==> src/rtl/acc_mem_pkg.sv <==
// Shared types for the accumulator-machine memory-access stage.
// Latency: n/a (types and constants only).
// Backpressure: n/a.
package acc_mem_pkg;

  typedef enum logic [1:0] {
    IDLE = 2'd0,
    BUSY = 2'd1,
    DONE = 2'd2
  } state_t;

  typedef enum logic [1:0] {
    FETCH = 2'd0,
    LOAD  = 2'd1,
    STORE = 2'd2
  } req_t;

  localparam int OPCODE_W   = 5;
  localparam int OPCODE_MSB = 15;
  localparam int OPCODE_LSB = 11;
  localparam int IMM_W      = 11;

  // data_sel encodings
  localparam logic DSEL_ALU = 1'b0;
  localparam logic DSEL_SP  = 1'b1;

endpackage

==> src/rtl/mem_timeout_ctr.sv <==
// Saturating BUSY-cycle counter; flags the cycle on which the limit is reached.
// Latency: hit is combinational from the current count and inc.
// Backpressure: none; counts while inc is high, holds at LIMIT.
// Ports: clk, reset (sync, active-low), clear, inc, hit.
module mem_timeout_ctr #(
  parameter int LIMIT = 15
) (
  input  logic clk,
  input  logic reset,
  input  logic clear,
  input  logic inc,
  output logic hit
);

  localparam int CW = $clog2(LIMIT + 1);

  logic [CW-1:0] cnt;

  always_ff @(posedge clk) begin
    if (!reset) begin
      cnt <= '0;
    end else if (clear) begin
      cnt <= '0;
    end else if (inc && (cnt != CW'(LIMIT))) begin
      cnt <= cnt + 1'b1;
    end
  end

  // The increment happening this cycle is the one that brings the count to LIMIT.
  assign hit = inc && (cnt >= CW'(LIMIT - 1));

endmodule

==> src/rtl/mem_bus_ctrl.sv <==
// Memory-access stage: turns fetch/load/store levels into a req/ack bus cycle, owns IR and MDR.
// Latency: request in IDLE at N, BUSY from N+1 (ack accepted there), DONE pulse at N+2 minimum.
// Backpressure: stall holds the control unit until DONE; mem_ack wait states stretch BUSY.
// Ports: clk, reset (sync, active-low); fetch_req/load_req/store_req, data_sel, pc_addr,
//   alu_addr, sp_addr, wr_data from the control unit; stall, done, ir, opcode, imm, mdr back;
//   mem_req/mem_we/mem_addr/mem_wdata/mem_rdata/mem_ack bus; bus_err sticky timeout flag.
// Optional: define MEM_TIMEOUT_EN to abort BUSY after TIMEOUT_CYCLES without ack.
module mem_bus_ctrl
  import acc_mem_pkg::*;
#(
  parameter int DATA_W         = 16,
  parameter int ADDR_W         = 16,
  parameter int TIMEOUT_CYCLES = 15
) (
  input  logic              clk,
  input  logic              reset,
  input  logic              fetch_req,
  input  logic              load_req,
  input  logic              store_req,
  input  logic              data_sel,
  input  logic [ADDR_W-1:0] pc_addr,
  input  logic [ADDR_W-1:0] alu_addr,
  input  logic [ADDR_W-1:0] sp_addr,
  input  logic [DATA_W-1:0] wr_data,
  output logic              stall,
  output logic              done,
  output logic [DATA_W-1:0] ir,
  output logic [OPCODE_W-1:0] opcode,
  output logic [IMM_W-1:0]  imm,
  output logic [DATA_W-1:0] mdr,
  output logic              mem_req,
  output logic              mem_we,
  output logic [ADDR_W-1:0] mem_addr,
  output logic [DATA_W-1:0] mem_wdata,
  input  logic [DATA_W-1:0] mem_rdata,
  input  logic              mem_ack,
  output logic              bus_err
);

  state_t state, state_nxt;
  req_t   req_q;
  logic   any_req;
  logic   timeout_hit;

  assign any_req = fetch_req | load_req | store_req;

`ifdef MEM_TIMEOUT_EN
  mem_timeout_ctr #(.LIMIT(TIMEOUT_CYCLES)) u_timeout (
    .clk   (clk),
    .reset (reset),
    .clear (state != BUSY),
    .inc   ((state == BUSY) && !mem_ack),
    .hit   (timeout_hit)
  );

  always_ff @(posedge clk) begin
    if (!reset) begin
      bus_err <= 1'b0;
    end else if ((state == BUSY) && timeout_hit) begin
      bus_err <= 1'b1;
    end
  end
`else
  logic unused_timeout_cycles;
  assign unused_timeout_cycles = ^TIMEOUT_CYCLES;
  assign timeout_hit = 1'b0;
  assign bus_err     = 1'b0;
`endif

  // State register
  always_ff @(posedge clk) begin
    if (!reset) state <= IDLE;
    else        state <= state_nxt;
  end

  // Next-state logic; timeout_hit already excludes an ack in the same cycle.
  always_comb begin
    state_nxt = state;
    case (state)
      IDLE:    if (any_req) state_nxt = BUSY;
      BUSY:    if (mem_ack || timeout_hit) state_nxt = DONE;
      DONE:    state_nxt = IDLE;
      default: state_nxt = IDLE;
    endcase
  end

  // Output logic
  always_comb begin
    stall   = 1'b0;
    mem_req = 1'b0;
    mem_we  = 1'b0;
    done    = 1'b0;
    case (state)
      IDLE: stall = any_req;
      BUSY: begin
        stall   = 1'b1;
        mem_req = 1'b1;
        mem_we  = (req_q == STORE);
      end
      DONE:    done = 1'b1;
      default: ;
    endcase
  end

  // Request latch and IR/MDR capture. Losing simultaneous requests are simply dropped.
  always_ff @(posedge clk) begin
    if (!reset) begin
      req_q     <= FETCH;
      mem_addr  <= '0;
      mem_wdata <= '0;
      ir        <= '0;
      mdr       <= '0;
    end else begin
      if ((state == IDLE) && any_req) begin
        mem_wdata <= wr_data;
        if (fetch_req) begin
          req_q    <= FETCH;
          mem_addr <= pc_addr;
        end else begin
          req_q    <= store_req ? STORE : LOAD;
          mem_addr <= (data_sel == DSEL_SP) ? sp_addr : alu_addr;
        end
      end
      if ((state == BUSY) && mem_ack) begin
        case (req_q)
          FETCH:   ir  <= mem_rdata;
          LOAD:    mdr <= mem_rdata;
          default: ;
        endcase
      end
    end
  end

  assign opcode = ir[OPCODE_MSB:OPCODE_LSB];
  assign imm    = ir[IMM_W-1:0];

endmodule

==> config.mk <==
export PLATFORM = sky130hd
export DESIGN_NAME = mem_bus_ctrl
export DESIGN_NICKNAME = d
export VERILOG_FILES = /design/src/rtl/acc_mem_pkg.sv /design/src/rtl/mem_timeout_ctr.sv /design/src/rtl/mem_bus_ctrl.sv
export SDC_FILE = /design/constraint.sdc
export NUM_CORES = 1
export LEC_CHECK = 0
export ABC_AREA = 1
export CAP_MARGIN = 20
export CORE_UTILIZATION = 39
export CTS_CLUSTER_DIAMETER = 50
export DETAILED_ROUTE_END_ITERATION = 8
export HOLD_SLACK_MARGIN = 0.12
export PLACE_DENSITY = 0.78
export SYNTH_ARGS = -nofsm -noshare
export SYNTH_HDL_FRONTEND = slang
export SYNTH_SLANG_ARGS = --single-unit
==> constraint.sdc <==
create_clock -name clk -period 1.5 [get_ports clk]
set_input_delay 0.3 -clock clk [delete_from_list [all_inputs] [get_ports clk]]
set_output_delay 0.3 -clock clk [all_outputs]
set_load 0.03 [all_outputs]
=== Word level (Yosys, flattened, before mapping) ===
Cells that the tools add are included.

* Bitwise operators: 2
* Reduce and logical (&&, ||, !) cells: 7
* Equal/unequal tests: 6
* Mux-type cells: 11

{| class="wikitable"
|+ Operators with widths
! operator !! count
|-
| $mux 16 || 2
|-
| $mux 2 || 4
|-
| $reduce_and 2->1 || 3
|-
| $eq 2x1->1 const B || 2
|-
| $eq 2x2->1 const B || 2
|-
| $logic_not 2->1 || 2
|-
| $ne 2x2->1 const B || 2
|-
| $pmux 2 s2 || 1
|-
| $mux 1 || 3
|-
| $logic_and 1x1->1 || 2
|-
| $or 1x1->1 || 2
|-
| $pmux 1 s2 || 1
|}

* Word-level logic and storage cells: 32
* Output and inout port bits: 85
* Input bits: 87
* Flip-flop bits (word level): 68

=== Longest topological paths before layout ===
* Word-level depth: 4
* Gate-level depth with buffers: 7

=== Least setup slack after synthesis ===
Ideal clock, no wire load.

* Path kind: reg2out
* Start: reg state[0]
* End: out mem_we
* Stages on the path, launching flop included: 5
* Arrival time: 1.755 ns
* Required time: 1.200 ns
* Setup slack: -0.555 ns
* Cell sequence: dfxtp_1 inv_2 nor2_1 inv_1 nor3_1

* Cells in the longest elaborated chain, start to end: 2

{| class="wikitable"
|+ RTL lines
! element !! line !! source
|-
| start: declaration || mem_bus_ctrl.sv:40 || <nowiki>state_t state, state_nxt;</nowiki>
|-
| start signal: assignment || mem_bus_ctrl.sv:73 || <nowiki>else state <= state_nxt;</nowiki>
|-
| $eq 2x1->1 || mem_bus_ctrl.sv:93 || <nowiki>case (state)</nowiki>
|-
| $mux 1 || mem_bus_ctrl.sv:93 ||
|-
| end: declaration || mem_bus_ctrl.sv:32 || <nowiki>output logic mem_we,</nowiki>
|}

Every way passes these cells.

=== Final worst setup path ===
Ends and elaborated chain as after synthesis.

==> report_table.html <==
<table>
<tr><th>Metric</th><th>Value</th></tr>
<tr><th colspan="2">Final layout</th></tr>
<tr><td>Number of cells in the finished layout apart from fillers</td><td>between 700 and 800</td></tr>
<tr><td>Count of nets after finishing</td><td>about 700</td></tr>
<tr><td>Ant diodes</td><td>0</td></tr>
<tr><td>Final standard cell area without fillers</td><td>5070 um^2</td></tr>
<tr><td>Most frequent standard cell in the layout excluding fill and tap cells</td><td>sky130_fd_sc_hd__nand2_1</td></tr>
<tr><td>Area overhead of the layout relative to synthesis</td><td>58.0%</td></tr>
<tr><td>Commonest cells after routing, fill and taps aside</td><td>sky130_fd_sc_hd__nand2_1 (149), sky130_fd_sc_hd__nor2_1 (82), sky130_fd_sc_hd__clkdlybuf4s50_1 (82), sky130_fd_sc_hd__dlygate4sd2_1 (82), sky130_fd_sc_hd__dfxtp_1 (66)</td></tr>
<tr><td>Final core utilization</td><td>0.646</td></tr>
<tr><td>Fraction of layout instances using a drive strength above 1</td><td>0.0892</td></tr>
<tr><th colspan="2">Synthesis</th></tr>
<tr><td>Number of warnings issued by yosys</td><td>0</td></tr>
<tr><td>Distinct cells, synth</td><td>20</td></tr>
<tr><td>Number of standard cells after synthesis</td><td>480</td></tr>
<tr><td>Register area share after synthesis</td><td>0.424</td></tr>
<tr><td>Net Count, Synth</td><td>567</td></tr>
<tr><td>Syn Std Cell Area</td><td>3210 um^2</td></tr>
<tr><td>Per-instance average area after synthesis</td><td>6.68 um^2</td></tr>
<tr><td>Register bit total from synthesis</td><td>between 60 and 70</td></tr>
<tr><th colspan="2">Setup path</th></tr>
<tr><td>Worst endpoint required time</td><td>roughly 1.2 ns</td></tr>
<tr><td>Worst EP arrival</td><td>1.20 ns</td></tr>
<tr><td>Setup Crit Path Kind</td><td>flop to output port</td></tr>
<tr><td>Type of origin of the critical path</td><td>flop</td></tr>
<tr><td>Endpoint type of the worst setup path</td><td>output port</td></tr>
<tr><td>CP max FO</td><td>3</td></tr>
<tr><th colspan="2">Timing</th></tr>
<tr><td>Setup repair after global routing missed its margin</td><td>yes</td></tr>
<tr><td>Final Cycle Share</td><td>1.00</td></tr>
<tr><td>Minimum setup slack in the final design</td><td>-0.00474 ns</td></tr>
<tr><td>Max Fclk</td><td>665 MHz</td></tr>
<tr><td>Number of pins exceeding their max-slew limit in the final report</td><td>0</td></tr>
<tr><td>Hold Fails Final Rpt</td><td>0</td></tr>
<tr><td>Skew final</td><td>0.0112 ns</td></tr>
<tr><td>Final Setup Violations</td><td>1</td></tr>
<tr><td>Min Clock Period, post-route</td><td>1.50 ns</td></tr>
<tr><th colspan="2">Power</th></tr>
<tr><td>Fraction of power spent switching nets</td><td>0.307</td></tr>
<tr><td>Post-route total power</td><td>5130 uW</td></tr>
<tr><td>Design internal power</td><td>3550 uW</td></tr>
<tr><td>Maximum ir drop on the vdd rail</td><td>0.000658 V</td></tr>
<tr><td>Power share of the sequential group</td><td>0.393</td></tr>
<tr><td>Net switching component of the power</td><td>1580 uW</td></tr>
<tr><td>Combinational power share</td><td>0.270</td></tr>
<tr><td>Part of the power in the clock network</td><td>0.337</td></tr>
<tr><td>Areal power density over the cells</td><td>1010 nW/um^2</td></tr>
<tr><td>Leakage power of the design</td><td>between 0.002 and 0.003 uW</td></tr>
<tr><th colspan="2">Clock network</th></tr>
<tr><td>Root buffer selected by CTS</td><td>sky130_fd_sc_hd__clkbuf_8</td></tr>
<tr><td>Clock Sink Count</td><td>68</td></tr>
<tr><td>Cts bufs inserted</td><td>9</td></tr>
<tr><td>Clock latency at the later pin of the worst-skew pair</td><td>about 0.33 ns</td></tr>
<tr><td>Max clock buf depth</td><td>2</td></tr>
<tr><td>Clock tree from TritonCTS</td><td>built</td></tr>
<tr><td>CTS clock-pin slew for the worst setup and hold paths</td><td>0.08 ns</td></tr>
<tr><td>H-tree depth</td><td>3</td></tr>
<tr><th colspan="2">Run</th></tr>
<tr><td>Number of max-cap violations</td><td>0</td></tr>
<tr><th colspan="2">Drt</th></tr>
<tr><td>Wire length on met3</td><td>810 um</td></tr>
<tr><td>Total Routed Length</td><td>~8600 um</td></tr>
<tr><td>First drt pass iteration count</td><td>4</td></tr>
<tr><td>Total number of vias</td><td>3437</td></tr>
<tr><td>Via density</td><td>4.64</td></tr>
<tr><td>Highest Signal Layer</td><td>met4</td></tr>
<tr><td>Sum of met2 wire segment lengths after detailed routing</td><td>approximately 4000 um</td></tr>
<tr><td>Detail-routed net length per standard cell</td><td>11.7 um</td></tr>
<tr><td>Number of antenna-violating nets in the routed design</td><td>0</td></tr>
<tr><td>Detailed-route DRC error count</td><td>0</td></tr>
<tr><td>Detailed router's first-iteration violation count</td><td>102</td></tr>
<tr><td>Routed metal-1 wirelength</td><td>3640 um</td></tr>
<tr><th colspan="2">Die</th></tr>
<tr><td>Top-level I/O count</td><td>172</td></tr>
<tr><td>Die X</td><td>92.7 um</td></tr>
<tr><td>FP Rows</td><td>32</td></tr>
<tr><td>Vertical die dimension</td><td>92.7 um</td></tr>
<tr><td>Area of the placeable core</td><td>7850 um^2</td></tr>
<tr><td>Initial cell density of the core</td><td>0.409</td></tr>
<tr><td>Total die area</td><td>8590 um^2</td></tr>
<tr><th colspan="2">Place</th></tr>
<tr><td>Placement Setup Slack</td><td>-0.144 ns</td></tr>
<tr><td>Post-Place Cells</td><td>721</td></tr>
<tr><td>HPWL after detailed placement</td><td>6430 um</td></tr>
<tr><td>Final weighted congestion of routability-driven global placement</td><td>about 0.79</td></tr>
<tr><td>Area after DPL</td><td>4880 um^2</td></tr>
<tr><td>Count of input and output buffers</td><td>170</td></tr>
<tr><th colspan="2">Outcome</th></tr>
<tr><td>Violated checks</td><td>setup timing</td></tr>
<tr><td>Status</td><td>finished with violations</td></tr>
<tr><th colspan="2">Global routing</th></tr>
<tr><td>First-pass GRT wire length</td><td>14100 um</td></tr>
<tr><td>Congestion Overflow GR</td><td>0</td></tr>
<tr><td>Maximum number of pins on one net before global-route repair</td><td>39</td></tr>
<tr><td>Number of antenna violations at the first check in global routing</td><td>0</td></tr>
<tr><td>Total global-route track usage</td><td>0.205</td></tr>
<tr><td>Number of global-route vias before repair</td><td>3173</td></tr>
<tr><th colspan="2">Worst hold path</th></tr>
<tr><td>Path category of the worst min-delay check</td><td>input port to flop</td></tr>
</table>
synthesized netlist by cell type, drive strengths merged:
cell	instances	area share
buf	38	0.085
nor2	87	0.11
nand2	152	0.18
inv	42	0.049
nand4	1	0.0020
clkbuf	5	0.0059
a21oi	35	0.055
nand3	34	0.057
conb	1	0.0012
nor3	1	0.0016
dfxtp	68	0.42
or2	16	0.031
path summary, 6_finish.rpt:
check,end,start,cells past startpoint,slack (ns)
worst max-delay path,mem_we,state[0],5,-0.005
worst min-delay path,req_q[0],load_req,3,0.33
worst max register to register,mem_addr[12],state[0],8,0.09
worst min register to register,req_q[1],req_q[1],2,0.46
routing by layer:
layer	up-vias	GRT usage
met4	0	0.0910
li1	1745	-
met2	153	0.349
met5	-	0
met3	20	0.0550
met1	1519	0.241
logic make-up after synthesis:
group	share of synthesized area
AOI/OAI and AO/OA	0.0546
buffers and inverters	0.140
DFF	0.424
other	0.00117
and+or+nand+nor	0.380
cell type report:
type                    instances  area [um^2]
fillers                       740         2780
clock buffers                  11          151
repair buffers                186         1760
inverters                      42          160
well taps                     102          128
multi-input cells             327         1430
clock inverters                 5         83.8
flip-flops and latches         68         1360
timing repair:
item / CTS / global route
setup buffers: 1 / 3
setup endpoints to repair: 82 / 2
hold endpoints to repair: 0 / 0
hold buffers: 0 / 0
gates resized for setup: 91 / 2
pin swaps: 2 / 4
worst max-delay path: stages (launching register included):
cell,delay [ns]
sky130_fd_sc_hd__dfxtp_2,0.36
sky130_fd_sc_hd__inv_2,0.05
sky130_fd_sc_hd__nor2_4,0.12
sky130_fd_sc_hd__inv_4,0.06
sky130_fd_sc_hd__nor3_4,0.12
sky130_fd_sc_hd__buf_6,0.15
power by group through the flow:
| stage | clock network, uW | registers, uW | logic [uW] |
|---|---|---|---|
| final | 1730 | 2020 | 1380 |
| after global routing | 1860 | 2030 | 1500 |
| after CTS | 1760 | 2020 | 1370 |
| after detailed placement | 0 | 2060 | 1460 |
| after global placement | 0 | 2060 | 1440 |
| after floorplan | 0 | 2310 | 597 |
state kept, by name, summed over array words and instances, names as in the netlist:
| name | flops |
|---|---|
| state | 2 |
| req_q | 2 |
| mem_wdata | 16 |
| ir | 16 |
| mem_addr | 16 |
| mdr | 16 |
per-stage QoR:
step | hold slack (ns) | setup TNS, ns
2_1_floorplan | 0.439 | 0
6_report | 0.334 | -0.00474
3_5_place_dp | 0.452 | -3.74
5_1_grt | 0.348 | -0.141
4_1_cts | 0.413 | -0.0210
3_3_place_gp | 0.448 | -2.15
No activity file was read; power rests on OpenSTA's default activity.
